$ cat config.mk
export PLATFORM = sky130hd
export DESIGN_NAME = register_file
export DESIGN_NICKNAME = d
export VERILOG_FILES = /design/src/rtl/riscv_pkg.sv /design/src/rtl/register_cell.sv /design/src/rtl/register_file.sv
export SDC_FILE = /design/constraint.sdc
export NUM_CORES = 2
export LEC_CHECK = 0
export ABC_AREA = 1
export CORE_ASPECT_RATIO = 1.4
export CORE_MARGIN = 3
export CORE_UTILIZATION = 48
export DETAILED_ROUTE_END_ITERATION = 10
export RECOVER_POWER = 50
export SLEW_MARGIN = 15
export SYNTH_ARGS = -nofsm -noshare
export SYNTH_HDL_FRONTEND = slang
export SYNTH_HIERARCHICAL = 1
export SYNTH_SLANG_ARGS = --single-unit
$ cat constraint.sdc
create_clock -name clk -period 3.68 [get_ports clk]
set_input_delay 0.552 -clock clk [delete_from_list [all_inputs] [get_ports clk]]
set_output_delay 0.552 -clock clk [all_outputs]
set_load 0.005 [all_outputs]
$ cat src/rtl/riscv_pkg.sv
// riscv_pkg: constants and types shared by the RV32I datapath blocks.
//   DATA_WIDTH / ADDR_WIDTH : register width and index width
//   REG_ZERO / REG_SP / REG_GP : ABI register indices with special handling
//   SP_RESET / GP_RESET     : power-on values for the stack and global pointers
//   reg_idx_t / xlen_t      : register index and register value types
package riscv_pkg;

    localparam int DATA_WIDTH = 32;
    localparam int ADDR_WIDTH = 5;

    localparam int REG_ZERO = 0;
    localparam int REG_SP   = 2;
    localparam int REG_GP   = 3;

    localparam logic [31:0] SP_RESET = 32'h7FFF_EFFC;
    localparam logic [31:0] GP_RESET = 32'h1000_8000;

    typedef logic [4:0]  reg_idx_t;
    typedef logic [31:0] xlen_t;

endpackage

$ cat src/rtl/register_cell.sv
// register_cell: one WIDTH-bit register with load enable and a per-instance
// reset value.
//   clk   in   rising-edge clock
//   rst_n in   asynchronous active-low reset, loads RESET_VALUE
//   i_en  in   load enable
//   i_d   in   data to load
//   o_q   out  stored value
module register_cell #(
    parameter int                WIDTH       = 32,
    parameter logic [WIDTH-1:0]  RESET_VALUE = '0
) (
    input  logic             clk,
    input  logic             rst_n,
    input  logic             i_en,
    input  logic [WIDTH-1:0] i_d,
    output logic [WIDTH-1:0] o_q
);

    logic [WIDTH-1:0] r_q;

    always_ff @(posedge clk or negedge rst_n) begin
        if (!rst_n) begin
            r_q <= RESET_VALUE;
        end else if (i_en) begin
            r_q <= i_d;
        end
    end

    assign o_q = r_q;

endmodule

$ cat src/rtl/register_file.sv
// register_file: 32 x 32-bit RV32I integer register file, two combinational
// read ports and one write port committed on the rising clock edge.
//   clk               in   core clock
//   reset             in   asynchronous active-low reset
//   Reg_Write_i       in   write enable
//   Write_Register_i  in   destination index rd
//   Write_Data_i      in   writeback value
//   Read_Register_1_i in   source index rs1
//   Read_Register_2_i in   source index rs2
//   Read_Data_1_o     out  contents of rs1 (ALU operand A)
//   Read_Data_2_o     out  contents of rs2 (ALU operand B / store data)
// x0 has no storage and always reads zero. Reads deliberately have no
// write-through bypass: in the single-cycle datapath the read data feeds the
// ALU which feeds Write_Data_i, so a bypass would close a combinational loop.
module register_file #(
    parameter int                      DATA_WIDTH = riscv_pkg::DATA_WIDTH,
    parameter int                      ADDR_WIDTH = riscv_pkg::ADDR_WIDTH,
    parameter logic [DATA_WIDTH-1:0]   SP_RESET   = riscv_pkg::SP_RESET,
    parameter logic [DATA_WIDTH-1:0]   GP_RESET   = riscv_pkg::GP_RESET
) (
    input  logic                  clk,
    input  logic                  reset,
    input  logic                  Reg_Write_i,
    input  logic [ADDR_WIDTH-1:0] Write_Register_i,
    input  logic [DATA_WIDTH-1:0] Write_Data_i,
    input  logic [ADDR_WIDTH-1:0] Read_Register_1_i,
    input  logic [ADDR_WIDTH-1:0] Read_Register_2_i,
    output logic [DATA_WIDTH-1:0] Read_Data_1_o,
    output logic [DATA_WIDTH-1:0] Read_Data_2_o
);

    import riscv_pkg::REG_ZERO, riscv_pkg::REG_SP, riscv_pkg::REG_GP;

    localparam int NUM_REGS = 2 ** ADDR_WIDTH;

    logic [DATA_WIDTH-1:0] w_regs [NUM_REGS];
    logic [NUM_REGS-1:1]   w_wr_en;

    // Index 0 has no cell; the constant keeps the read mux uniform.
    assign w_regs[REG_ZERO] = '0;

    genvar k;
    generate
        for (k = 1; k < NUM_REGS; k++) begin : g_reg
            localparam logic [DATA_WIDTH-1:0] RV =
                (k == REG_SP) ? SP_RESET :
                (k == REG_GP) ? GP_RESET : '0;

            // One-hot write decode; k never equals 0, so x0 writes vanish here.
            assign w_wr_en[k] = Reg_Write_i && (Write_Register_i == ADDR_WIDTH'(k));

            register_cell #(
                .WIDTH       (DATA_WIDTH),
                .RESET_VALUE (RV)
            ) u_cell (
                .clk   (clk),
                .rst_n (reset),
                .i_en  (w_wr_en[k]),
                .i_d   (Write_Data_i),
                .o_q   (w_regs[k])
            );
        end
    endgenerate

    assign Read_Data_1_o = (Read_Register_1_i == ADDR_WIDTH'(REG_ZERO)) ? '0
                                                                        : w_regs[Read_Register_1_i];
    assign Read_Data_2_o = (Read_Register_2_i == ADDR_WIDTH'(REG_ZERO)) ? '0
                                                                        : w_regs[Read_Register_2_i];

endmodule

==> run metrics <==
max-cap violations 3; Syn Inst Count 9789; Clock Sinks 992; Synth top area share 38.1%; synthesis warning total 6; Slew headroom -57.9%; vias after detailed routing 64700; Critical Path Fanout Max 42; Worst Tran Pin Value 2.37 ns; Final ANT Viol Nets 0; Seq/Total Area, Yosys 39.3%; I/O Buffers around 110; Mapped Avg Cell Area 6.46 um2; most common cell after layout, fill and taps aside nand2_1; clock latency at the later pin of the worst-skew pair 0.75 ns; min Tclk post-route 3.54 ns; clock skew 0 ns; Crit Path Class primary input to output pin; Synth area leader dfrtp_1; Pwr per Cell Area approximately 500 mW/mm2; Worst EP arrival 2.99 ns; Synth area leaders dfrtp_1, nand2_1, nand3_1, inv_1, nand2_2; area grow syn2layout 9.27%; setup repair bufs after CTS 0; Final setup viols 0; DR WL met2 123000 um; die width 313 um; CTS tree done; Peak Freq 282 MHz; H-tree depth 3; TritonCTS Buffers approximately 110; placed inst area roughly 0.065 mm2; I/O pin count 114; Hold-fix buffers, CTS 1; CP Data Required Time roughly 3.1 ns; P_leak roughly 38 nW; DRC Markers 0; routed len/inst ~24 um; Final Net Count 9741; Core ar. 0.131 mm2; DP Wirelength roughly 170000 um; vias in the first global route about 60000; Worst Hold Class flip-flop to flip-flop; setup TNS 0 ns; post-synthesis cell type count 21; top sig layer met5; met1 WL a little over 100000 um; share of cells above drive strength 1 under 10%; root buffer cell clkbuf_16; 1st-pass router iterations 9; crit start category primary input; max reg flops 992; outcome finished with violations; first-pass GRT wire length 403000 um; placed instance count 11300; Worst Setup SP Read_Register_1_i[0]; Vias/cell roughly 5.6; GRT Residual Overflow 0; register clock-pin slew on the reported worst setup and hold paths 0.06 ns; RePlAce Congestion between 0.9 and 1; VDD IR-drop max 436 uV; final cell count without fillers 11500; R2R cell count 2; GR Util All Layers 39.5%; r2r endpoint g_reg[2].u_cell/o_q[29]; initial antenna violation count 11; Detailed Route WL 275000 um; Final Slew Violations 124; Cell Area, Synth 0.0633 mm2; First DRT Iteration DRCs 8483; RSZ-0062 raised after global routing no; Synth Register Bits 992; routed wl met3 30500 um; CP endpoint Read_Data_1_o[20]; Die Ht 436 um; final hold violations 0; violated checks capacitance limit, slew limit; Rows 157; RR Startpoint g_reg[2].u_cell/o_q[29]; syn nets approximately 9800; die area between 0.1 and 0.15 mm2; Initial Util 48.3%; pin count of the biggest net entering global routing 103; fin area ~0.069 mm2; FF-to-FF setup slack 2.96 ns; post_cts resized 0; CTS max path bufs 3; commonest cells after routing, fill and taps aside nand2_1, nand3_1, dfrtp_1, inv_1, nand2_2; CP endpoint kind output pin; Final period util 96.2%
## worst min path at each step
stage | to | from | slack (ns) | cells past startpoint
final | g_reg[2].u_cell/o_q[6] | g_reg[2].u_cell/o_q[6] | 0.46 | 2
after global routing | g_reg[2].u_cell/o_q[4] | g_reg[2].u_cell/o_q[4] | 0.47 | 2
after CTS | g_reg[31].u_cell/o_q[17] | reset | 0.41 | 2
after detailed placement | g_reg[2].u_cell/o_q[19] | g_reg[2].u_cell/o_q[19] | 0.45 | 2
after global placement | g_reg[2].u_cell/o_q[16] | g_reg[2].u_cell/o_q[16] | 0.45 | 2
after floorplan | g_reg[10].u_cell/o_q[0] | reset | 0.26 | 0
## through the flow
stage	hold WS (ns)	utilization, %	setup slack, ns	power, W
after floorplan	0.256	-	1.54	0.0194
after CTS	0.408	53.0	0.234	0.0343
final	0.462	52.8	0.139	0.0344
after detailed placement	0.454	50.1	0.243	0.0224
after global placement	0.450	50.1	0.203	0.0222
after global routing	0.474	52.8	0.0784	0.0361
## synthesized netlist by cell type (all sizes together)
library cell  count
a21oi           169
buf             425
clkbuf          201
dfrtp           962
dfstp            30
inv             828
nand2          5829
nand3          1152
nor2            167
o21ai            26
## power breakdown
part / total (W) / switching (W) / internal, W / leakage, nW
clock network: 0.0120 / 0.00493 / 0.00704 / 1.84
registers: 0.0147 / 0.00173 / 0.0130 / 12.8
logic: 0.00771 / 0.00496 / 0.00275 / 23.3
total: 0.0344 / 0.0116 / 0.0228 / 37.9
## area by class of cell
class / instances / area, um2
antenna: 4 / 10.0
clock buffer: 165 / 3260
clock inverter: 30 / 520
fill: 13200 / 61700
inverter: 828 / 3370
multi-input combinational: 7343 / 30300
sequential: 992 / 24900
tap: 1749 / 2190
timing repair buffer: 418 / 4650
## cells by family after synthesis
group / after synthesis / synth area share (%)
simple gates: 7148 / 46.0
buf+inv: 1454 / 13.2
flops: 992 / 39.3
compound gates: 195 / 1.54
## critical path, stage by stage
cell and delay, ns:
buf_8 0.15, inv_16 0.14, buf_12 0.24, buf_12 0.22, nand2_1 0.07, nand2_1 0.05, nand2_1 0.04, nand2_1 0.07
nand2_1 0.05, nand2_1 0.07, inv_1 0.09, nand2_1 0.14, nand2_1 0.14, nand2_1 0.29, clkdlybuf4s50_1 0.58
## per-layer routing
metal	vias up	track usage [%]
met2	3980	62.0
met4	10	22.7
met5	-	0
met3	1016	8.96
met1	30400	50.2
li1	29300	-
Power figures use the tool's default switching activity.
